## src/rtl/fact_pkg.sv

```systemverilog
// Shared definitions for the factorial accelerator: FSM encoding, register
// offsets and the largest operand whose factorial fits in 32 bits.
package fact_pkg;

   typedef enum logic [1:0] {
      IDLE = 2'd0,
      CALC = 2'd1,
      DONE = 2'd2
   } state_e;

   localparam logic [1:0] FA_N      = 2'd0;
   localparam logic [1:0] FA_GO     = 2'd1;
   localparam logic [1:0] FA_STATUS = 2'd2;
   localparam logic [1:0] FA_RESULT = 2'd3;

   localparam int N_MAX = 12;

endpackage : fact_pkg

```

## src/rtl/fact_core.sv

```systemverilog
// Iterative factorial engine: multiplies a running accumulator by a down-counter
// once per cycle and parks the product in result when the counter reaches one.
module fact_core
   import fact_pkg::*;
#(
   parameter int WIDTH = 32,
   parameter int N_W   = 4,
   parameter int N_MAX = fact_pkg::N_MAX
) (
   input  logic             clk,
   input  logic             rst,
   input  logic             go,
   input  logic [N_W-1:0]   n_op,
   output logic             busy,
   output logic             done,
   output logic             err,
   output logic [WIDTH-1:0] result
);

   state_e           state_q, state_d;
   logic [WIDTH-1:0] acc_q, acc_d;
   logic [N_W-1:0]   cnt_q, cnt_d;
   logic [WIDTH-1:0] result_q, result_d;
   logic             err_q, err_d;

   // Next-state and datapath update; a start is only honoured when no operation is running.
   always_comb begin
      state_d  = state_q;
      acc_d    = acc_q;
      cnt_d    = cnt_q;
      result_d = result_q;
      err_d    = err_q;
      case (state_q)
         IDLE, DONE: begin
            if (go) begin
               if (n_op > N_W'(N_MAX)) begin
                  err_d    = 1'b1;
                  result_d = {WIDTH{1'b0}};
                  state_d  = DONE;
               end else begin
                  err_d   = 1'b0;
                  acc_d   = {{(WIDTH-1){1'b0}}, 1'b1};
                  cnt_d   = n_op;
                  state_d = CALC;
               end
            end else begin
               state_d = state_q;
            end
         end
         CALC: begin
            // n=0 and n=1 both terminate on the first CALC cycle with acc still 1.
            if (cnt_q <= N_W'(1)) begin
               result_d = acc_q;
               state_d  = DONE;
            end else begin
               acc_d = acc_q * WIDTH'(cnt_q);
               cnt_d = cnt_q - N_W'(1);
            end
         end
         default: begin
            state_d = IDLE;
         end
      endcase
   end

   // State and datapath registers; reset discards any partial result.
   always_ff @(posedge clk or negedge rst) begin
      if (!rst) begin
         state_q  <= IDLE;
         acc_q    <= {WIDTH{1'b0}};
         cnt_q    <= {N_W{1'b0}};
         result_q <= {WIDTH{1'b0}};
         err_q    <= 1'b0;
      end else begin
         state_q  <= state_d;
         acc_q    <= acc_d;
         cnt_q    <= cnt_d;
         result_q <= result_d;
         err_q    <= err_d;
      end
   end

   assign busy   = (state_q == CALC);
   assign done   = (state_q == DONE);
   assign err    = err_q;
   assign result = result_q;

endmodule : fact_core

```

## src/rtl/fact_accel.sv

```systemverilog
// Memory-mapped factorial accelerator: N/GO register file, start decode and a
// combinational read mux around the fact_core engine.
module fact_accel
   import fact_pkg::*;
#(
   parameter int WIDTH = 32,
   parameter int N_W   = 4,
   parameter int N_MAX = fact_pkg::N_MAX
) (
   input  logic             clk,
   input  logic             rst,
   input  logic             we,
   input  logic [1:0]       a,
   input  logic [WIDTH-1:0] wd,
   output logic [WIDTH-1:0] rd,
   output logic             busy
);

   logic [N_W-1:0]   n_q, n_d;
   logic             go_q, go_d;
   logic             start_s;
   logic             done_s;
   logic             err_s;
   logic [WIDTH-1:0] result_s;
   logic             wd_unused_s;

   assign wd_unused_s = ^wd[WIDTH-1:N_W];

   assign start_s = we && (a == FA_GO) && wd[0];

   // Software-visible N and GO registers; STATUS and RESULT writes fall through untouched.
   always_comb begin
      n_d  = n_q;
      go_d = go_q;
      if (we) begin
         case (a)
            FA_N:    n_d  = wd[N_W-1:0];
            FA_GO:   go_d = wd[0];
            default: n_d  = n_q;
         endcase
      end else begin
         n_d = n_q;
      end
   end

   // N and GO storage.
   always_ff @(posedge clk or negedge rst) begin
      if (!rst) begin
         n_q  <= {N_W{1'b0}};
         go_q <= 1'b0;
      end else begin
         n_q  <= n_d;
         go_q <= go_d;
      end
   end

   // The engine samples n_q, i.e. the operand held before the start edge.
   fact_core #(
      .WIDTH (WIDTH),
      .N_W   (N_W),
      .N_MAX (N_MAX)
   ) u_core (
      .clk    (clk),
      .rst    (rst),
      .go     (start_s),
      .n_op   (n_q),
      .busy   (busy),
      .done   (done_s),
      .err    (err_s),
      .result (result_s)
   );

   // Read mux depends only on the offset, so the core sees data in the same cycle.
   always_comb begin
      rd = {WIDTH{1'b0}};
      case (a)
         FA_N:      rd = {{(WIDTH-N_W){1'b0}}, n_q};
         FA_GO:     rd = {{(WIDTH-1){1'b0}}, go_q};
         FA_STATUS: rd = {{(WIDTH-2){1'b0}}, err_s, done_s};
         FA_RESULT: rd = result_s;
         default:   rd = {WIDTH{1'b0}};
      endcase
   end

endmodule : fact_accel

```

## config.mk

```make
export PLATFORM = sky130hd
export DESIGN_NAME = fact_accel
export DESIGN_NICKNAME = d
export VERILOG_FILES = /design/src/rtl/fact_pkg.sv /design/src/rtl/fact_core.sv /design/src/rtl/fact_accel.sv
export SDC_FILE = /design/constraint.sdc
export NUM_CORES = 1
export LEC_CHECK = 0
export CAP_MARGIN = 20
export CELL_PAD_IN_SITES_DETAIL_PLACEMENT = 0
export CELL_PAD_IN_SITES_GLOBAL_PLACEMENT = 1
export CORE_MARGIN = 2
export CORE_UTILIZATION = 48
export DETAILED_ROUTE_END_ITERATION = 10
export GPL_ROUTABILITY_DRIVEN = 0
export HOLD_SLACK_MARGIN = 0.1
export PLACE_DENSITY = 0.86
export SKIP_CTS_REPAIR_TIMING = 1
export SYNTH_ARGS = -nofsm -noshare
export SYNTH_HDL_FRONTEND = slang
export SYNTH_SLANG_ARGS = --single-unit
export TNS_END_PERCENT = 5
```

## constraint.sdc

```tcl
create_clock -name clk -period 10.7 [get_ports clk]
set_input_delay 2.14 -clock clk [delete_from_list [all_inputs] [get_ports clk]]
set_output_delay 2.14 -clock clk [all_outputs]
set_load 0.05 [all_outputs]
```

; ---- After elaboration in Yosys (flattened, before gate mapping)
; Cells that the tools add are included.
[totals]
word_cells = 51
in_bits = 37
ff_bits = 76
[op_classes]
add_sub_neg = 1
eq_ne = 10
n_reduce_logical = 12
mul = 1
mux = 18
magnitude_cmp = 2
[op_table]
columns = operator, n
row1 = 2-to-1 mux 32 bit, 6
row2 = one-hot mux 32 bit (2 select lines), 2
row3 = one-hot mux 32 bit (4 select lines), 1
row4 = multiplier 32 x 4 -> 32 bit, 1
row5 = 2-to-1 mux 4 bit, 3
row6 = one-hot mux 4 bit (2 select lines), 1
row7 = AND reduction 2 bit, 4
row8 = AND reduction 4 bit, 2
row9 = == test 2 bit (second input constant), 3
row10 = 2-to-1 mux 2 bit, 3
row11 = != test 2 bit (second input constant), 3
row12 = == test 2 x 1 -> 1 bit (second input constant), 2
row13 = > comparator 4 bit (second input constant), 1
row14 = <= comparator 4 x 1 -> 1 bit (second input constant), 1
row15 = logical NOT 2 bit, 2
row16 = != test 2 x 1 -> 1 bit (second input constant), 2
row17 = one-hot mux 2 bit (2 select lines), 1
row18 = subtractor 4 x 1 -> 4 bit (second input constant), 1
row19 = logical AND 1 bit, 2
row20 = nonzero test 2 bit, 1
row21 = OR reduction 2 bit, 1
row22 = 2-to-1 mux 1 bit, 1

; ---- Depth between registers and ports, before layout
; Gate-level depths: netlist of run 1.
[depth]
word_depth = 5
ltp_mapped = 16
mapped_depth_nobuf = 13

; ---- Modules after synthesis
; A second synthesis of run 1 with hierarchy kept.
[hier_totals]
hier_cells = 817
hier_area_um2 = 7098.1
[by_module_without_submodules]
columns = mod, seq_area_each_um2, n_inst, area_per_inst_um2, cells_per_inst
row1 = fact_core, 1776.7, 1, 6598.8, 762
row2 = fact_accel, 125.1, 1, 499.2, 55

; ---- Worst setup path after synthesis of run 1
; OpenSTA, ideal clock, no wires.
[synth_timing]
kind = input -> output
startpoint = in a[0]
endpoint = out rd[2]
required_ps = 8560
n_path_buf = 2
t_arrival_ps = 3094
cell_stages = 4
slack_ps = 5466
cell_sequence = clkbuf_2 -> clkbuf_1 -> and2_1 -> a22o_1
[synth_via]
elab_chain_len = 2
[synth_rtl]
columns = item, line_no
row1 = start: declaration, fact_accel.sv:13  ; input logic [1:0] a,
row2 = == test 2 bit (tied with other cells), fact_accel.sv:76  ; case (a)
row3 = one-hot mux 32 bit (4 select lines) *, fact_accel.sv:76
row4 = end: declaration, fact_accel.sv:15  ; output logic [WIDTH-1:0] rd,
; Every way passes the cells marked *; elsewhere a longest branch is shown, timed or not.

; ---- Worst setup path after layout of run 1
[layout_timing]
startpoint = in a[0]
endpoint = out rd[0]
; The elaborated chain is that of the path after synthesis.

==> results.ini, run 1 <==
[setup_path]
reg2reg_to=u_core.acc_q[29]
arrival_ns=4.54
path_class=primary input to primary output
r2r_start=u_core.cnt_q[1]
r2r_setup_slack_ns=6.53
crit_fanout=34
end_kind=primary output
startpoint_type=primary input
ff2ff_path_depth=13
worst-endpoint-required_ns=8.56

[route]
drt-initial-drc-count=473
firstDrtPassIters=5
wl_met2_um=8010
dr_total_vias=5859
drtAntennaViolNets=0
wire_per_inst_um=16.4
vias_per_cell=5.47
drt_wl_total_um=17600
dr_wl_met3_um=685
wl_met1_um=8630
drcViolationCount=0
maxUsedRoutingLayer=met4

[synthesis]
synth_cells=869
synthAdderAreaFrac_pct=21.7
ys_ff_latch=76
synthSimpleGateAreaFrac_pct=25.9
synth_ff_type=dfrtp_1
yosysSeqAreaShare_pct=26.3
synth_top_cell_area_share_pct=26.3
synth_area_leader_cell=dfrtp_1
netlist_area_mm2=0.00723
avgSynthCellArea_um2=8.32
synth-edff-count=0
synth_compound_area_share_pct=12.9
async_reset_ff_share_pct=100
synthMuxAreaShare_pct=1.40
synth_top_family_by_area=simple AND/OR/NAND/NOR gates
synth_xor_area_share_pct=3.15
yosysWarnings=0
synth_nets=997
ys_types=65
synthTopCellsByArea=dfrtp_1 26%, fa_1 16%, and2_1 7.9%

[floorplan]
initial_utilization_pct=49.4
dieHeight_um=127
core-area_mm2=0.0146
die_area_mm2=0.0161
die_x_um=127
rows=44
num_io_pins=70

[place]
io_buffers=41
place_area_mm2=0.00776
dpl.hpwl_um=12500

[global_route]
grt_pass1_wl_um=31200
antenna_found_initial=0
grt_pass1_vias=6092
grt-ovfl-total=0
grt_util_all_layers_pct=24.0
grt_start_max_net_pins=55

[clock_network]
clkSlewWorstSetupHoldPaths_ns=0.06
clk-insertion-delay-late_ns=0.36
clockBufferDepth=2
numCtsBuffers=9
root_buffer=clkbuf_16
htreeDepth=3
cts.sinks=76
cts_tree=yes

[pwr]
p_int_mw=0.868
swShare_pct=49.7
combPwrFrac_pct=53.4
p_per_area_mw_per_mm2=215
ir_drop_mv=0.129
p_seq_share_pct=29.5
power.leakage_nw=4.01
power_frac_clock_pct=17.0
p_switching_mw=0.858

[final_layout]
final_common_cell=nand2_1
multi_input_comb_area_mm2=0.00472
final_cell_mix=147 x nand2_1, 112 x inv_1, 91 x and2_1
fill_cells=1406
drive_above_1_share_pct=6.42
nets=1011
seqCellArea_mm2=0.00190
syn_to_final_growth_pct=11.1
antennaDiodeCount=0
final_area_mm2=0.00803

[sta]
skew_ns=0.0119
grt_setup_unrepaired=false
slew_viol_final=0
tightest_slew_ns=0.938
fin_crit_ns=6.68
fin_crit_sh_pct=62.4
fin_tns_setup_ns=0
setup-violations-final=0
fmax_ghz=0.150
relSlewSlack_pct=37.2
finalHoldViolCount=0

[flow_run]
cap_violations=0

[min_path]
hold_depth=2
hp-class=flip-flop to flip-flop
hold_path.startpoint=u_core.result[6]
hold_end=u_core.result[6]

[status]
status=completed

-- logic make-up after synthesis --
group	after synthesis
XOR/XNOR	26
AND/OR/NAND/NOR	369
adder cells (fa/ha/maj)	91
buffers and inverters	160
AO/OA/AOI/OAI	139
multiplexers	8
flip-flops	76
-- worst max-delay path: stages --
cell and delay (ns):
clkdlybuf4s50_1 1.09, mux4_2 0.59, clkdlybuf4s50_1 0.71
-- power groups by stage --
stage | Combinational, mW | Clock [mW] | Sequential [mW]
5_1_grt | 1.05 | 0.309 | 0.527
4_1_cts | 0.930 | 0.300 | 0.506
6_report | 0.922 | 0.294 | 0.510
3_3_place_gp | 0.905 | 0 | 0.509
2_1_floorplan | 0.708 | 0 | 0.459
3_5_place_dp | 0.924 | 0 | 0.511
-- per-layer routing --
layer | track usage [%] | up-vias
met5 | 0 | -
met4 | 7.43 | 0
met3 | 2.02 | 20
met2 | 38.3 | 117
met1 | 35.0 | 2864
li1 | - | 2858
-- cells in the mapped netlist (21+ instances only) --
cell type,n
nor2_1,21
nand3_1,40
and2_1,91
a21oi_1,32
ha_1,34
and3_1,30
clkbuf_1,29
fa_1,57
inv_1,112
o21ai_0,35
dfrtp_1,76
nand2_1,147
-- registers in the layout, indices dropped and copies added (netlist names) --
signal and flops:
u_core.cnt_q 4, n_q 4, u_core.result 32, u_core.err 1, u_core.state_q 2, u_core.acc_q 32
go_q 1
-- worst max-delay path by stage --
stage / to / slack (ns) / cells after the start / from
floorplan: rd[2] / 5.47 / 4 / a[0]
global route: rd[1] / 3.77 / 4 / a[0]
finish: rd[0] / 4.02 / 3 / a[0]
CTS: rd[0] / 4.00 / 3 / a[0]
global placement: rd[0] / 4.04 / 3 / a[0]
detailed placement: rd[0] / 4.00 / 3 / a[0]
-- through the flow --
stage | util (%) | cells | setup WS, ns | hold WS, ns | total power, mW
CTS | 54.9 | 1072 | 4.00 | 0.462 | 1.74
finish | 54.9 | 1072 | 4.02 | 0.459 | 1.73
global route | 54.9 | 1072 | 3.77 | 0.479 | 1.88
detailed placement | 53.0 | 1056 | 4.00 | 0.448 | 1.43
floorplan | - | 869 | 5.47 | 0.432 | 1.17
global placement | 53.0 | 1056 | 4.04 | 0.443 | 1.41
-- cell type report --
type / instances / share of cell area, %
inverter: 113 / 5.28
multi-input combinational: 633 / 58.8
clock inverter: 7 / 0.639
tap: 184 / 2.87
timing repair buffer: 50 / 5.92
clock buffer: 9 / 2.80
sequential: 76 / 23.7
(Power assumes the default switching activity.)
==> inputs of run 2 (changes only) <==
--- a/config.mk
+++ b/config.mk
@@ -9,11 +9,11 @@
 export CELL_PAD_IN_SITES_DETAIL_PLACEMENT = 0
 export CELL_PAD_IN_SITES_GLOBAL_PLACEMENT = 1
 export CORE_MARGIN = 2
-export CORE_UTILIZATION = 48
+export CORE_UTILIZATION = 40
 export DETAILED_ROUTE_END_ITERATION = 10
 export GPL_ROUTABILITY_DRIVEN = 0
 export HOLD_SLACK_MARGIN = 0.1
-export PLACE_DENSITY = 0.86
+export PLACE_DENSITY = 0.77
 export SKIP_CTS_REPAIR_TIMING = 1
 export SYNTH_ARGS = -nofsm -noshare
 export SYNTH_HDL_FRONTEND = slang
==> constraint.sdc (replaced) <==
create_clock -name clk -period 5.8 [get_ports clk]
set_input_delay 1.16 -clock clk [delete_from_list [all_inputs] [get_ports clk]]
set_output_delay 1.16 -clock clk [all_outputs]
set_load 0.05 [all_outputs]
==> results.ini, run 2 (synthesis results as in run 1) <==
[sta]
relSlewSlack_pct=34.3  ; was 37.2%
grt_setup_unrepaired=false  ; unchanged
skew_ns=0.0131  ; was 0.0119 ns
setup-violations-final=0  ; unchanged
fin_tns_setup_ns=0  ; unchanged
fin_crit_ns=4.62
fmax_ghz=0.216
hold_slack_ns=0.460  ; was 0.459 ns
tightest_slew_ns=0.986  ; was 0.938 ns
finalHoldViolCount=0  ; unchanged
slew_viol_final=0  ; unchanged
fin_crit_sh_pct=79.7

[pwr]
finalPower_mw=3.25  ; was 1.73 mW
power.leakage_nw=4.04  ; was 4.01 nW
ir_drop_mv=0.232  ; was 0.129 mV
p_per_area_mw_per_mm2=399  ; was 215 mW/mm²

[final_layout]
final_common_cell=nand2_1  ; unchanged
syn_to_final_growth_pct=12.6  ; was 11.1%
final_cell_mix=147 x nand2_1, 112 x inv_1, 91 x and2_1  ; unchanged
antennaDiodeCount=0  ; unchanged
drive_above_1_share_pct=6.63  ; was 6.42%
final_area_mm2=0.00814  ; was 0.00803 mm²
nets=1013  ; was 1,011

[floorplan]
dieHeight_um=138  ; was 127 µm
rows=49  ; was 44
core-area_mm2=0.0178  ; was 0.0146 mm²
initial_utilization_pct=40.5  ; was 49.4%
die_area_mm2=0.0192  ; was 0.0161 mm²
num_io_pins=70  ; unchanged
die_x_um=138  ; was 127 µm

[setup_path]
startpoint_type=primary input  ; unchanged
ff2ff_path_depth=14  ; was 13
cp_slowest_cell=clkdlybuf4s50_1  ; unchanged
path_common_cell=clkdlybuf4s50_1  ; unchanged
path_cells=clkdlybuf4s50_1 > nor2_1 > a22o_1 > clkdlybuf4s50_1  ; was clkdlybuf4s50_1 > mux4_2 > clkdlybuf4s50_1
path_class=primary input to primary output  ; unchanged
end_kind=primary output  ; unchanged
arrival_ns=3.46  ; was 4.54 ns
r2r_setup_slack_ns=1.37  ; was 6.53 ns
crit_fanout=34  ; unchanged
critical-path-max-stage-delay_ns=0.90  ; was 1.09 ns
reg2reg_to=u_core.acc_q[27]  ; was u_core.acc_q[29]
r2r_start=u_core.cnt_q[3]  ; was u_core.cnt_q[1]
worst-endpoint-required_ns=4.64  ; was 8.56 ns

[min_path]
hold_end=u_core.result[18]  ; was u_core.result[6]
hold_path.startpoint=u_core.result[18]  ; was u_core.result[6]
hp-class=flip-flop to flip-flop  ; unchanged
hold_depth=2  ; unchanged

[clock_network]
htreeDepth=3  ; unchanged
numCtsBuffers=9  ; unchanged
clockBufferDepth=2  ; unchanged
clkSlewWorstSetupHoldPaths_ns=0.06  ; about the same
clk-insertion-delay-late_ns=0.35  ; was 0.36 ns
cts_tree=yes  ; unchanged
cts.sinks=76  ; unchanged
root_buffer=clkbuf_16  ; unchanged

[place]
dpl.hpwl_um=13000  ; was 12,500 µm
io_buffers=41  ; unchanged
place_area_mm2=0.00782  ; was 0.00776 mm²

[route]
drcViolationCount=0  ; unchanged
dr_total_vias=5912  ; was 5,859
wire_per_inst_um=16.1  ; was 16.4 µm
drtAntennaViolNets=0  ; unchanged
firstDrtPassIters=4  ; was 5
drt_wl_total_um=18100  ; was 17,600 µm
vias_per_cell=5.28  ; was 5.47
drt-initial-drc-count=374  ; was 473

[global_route]
grt_util_all_layers_pct=19.9  ; was 24.0%
grt_pass1_vias=6159  ; was 6,092
grt-ovfl-total=0  ; unchanged
grt_pass1_wl_um=31300  ; was 31,200 µm
grt_start_max_net_pins=65  ; was 55
antenna_found_initial=0  ; unchanged

[status]
status=completed  ; unchanged

[flow_run]
cap_violations=0  ; unchanged

run 2: cell types whose count changed in the layout (fill, tap and decap cells not counted), sizes merged:
| cell | before | now |
|---|---|---|
| clkinv | 4 | 2 |
| inv | 114 | 116 |
| buf | 10 | 12 |
| bufinv | 0 | 1 |
| clkinvlp | 2 | 1 |
run 2: metal layers:
metal	global-route usage, %	wire [µm]	vias up
li1	-	-	2866
met1	28.6	8940	2921
met2	31.7	8260	102
met3	2.91	541	23
met4	5.21	319	0
met5	0	0	-
run 2: layout make-up:
type	count	area, µm²
fillers	1782	9700
multi-input cells	633	4720
flip-flops and latches	76	1900
repair buffers	52	498
inverters	113	424
well taps	229	287
clock buffers	9	225
clock inverters	7	83.8
run 2: worst max path at each step:
| stage | from | endpoint | slack, ns | cells after the start |
|---|---|---|---|---|
| 6_report | a[1] | rd[1] | 1.18 | 4 |
| 5_1_grt | a[1] | rd[1] | 1.01 | 4 |
| 4_1_cts | a[1] | rd[1] | 1.16 | 4 |
| 3_5_place_dp | a[1] | rd[1] | 1.17 | 4 |
| 3_3_place_gp | a[1] | rd[1] | 1.13 | 4 |
| 2_1_floorplan | u_core.cnt_q[3] | u_core.acc_q[26] | 2.04 | 14 |
run 2: worst max-delay path: cells and delay by family:
family | cells | cell delay [ns]
buf+inv | 2 | 1.70
simple gates | 1 | 0.41
compound gates | 1 | 0.19
run 2: where the power goes:
group	switching, mW	internal (mW)	leakage, nW	total (mW)
clock	0.265	0.342	0.149	0.606
sequential	0.285	0.716	1.02	1.00
combinational	1.05	0.596	2.87	1.64
total	1.60	1.65	4.04	3.25
run 2: per-stage QoR:
stage                     cells  utilization, %  setup WS [ns]
after detailed placement   1102            43.8           1.17
after floorplan             869               -           2.04
after global routing       1119            45.6           1.01
final                      1119            45.6           1.18
after global placement     1102            43.8           1.13
after CTS                  1118            45.6           1.16
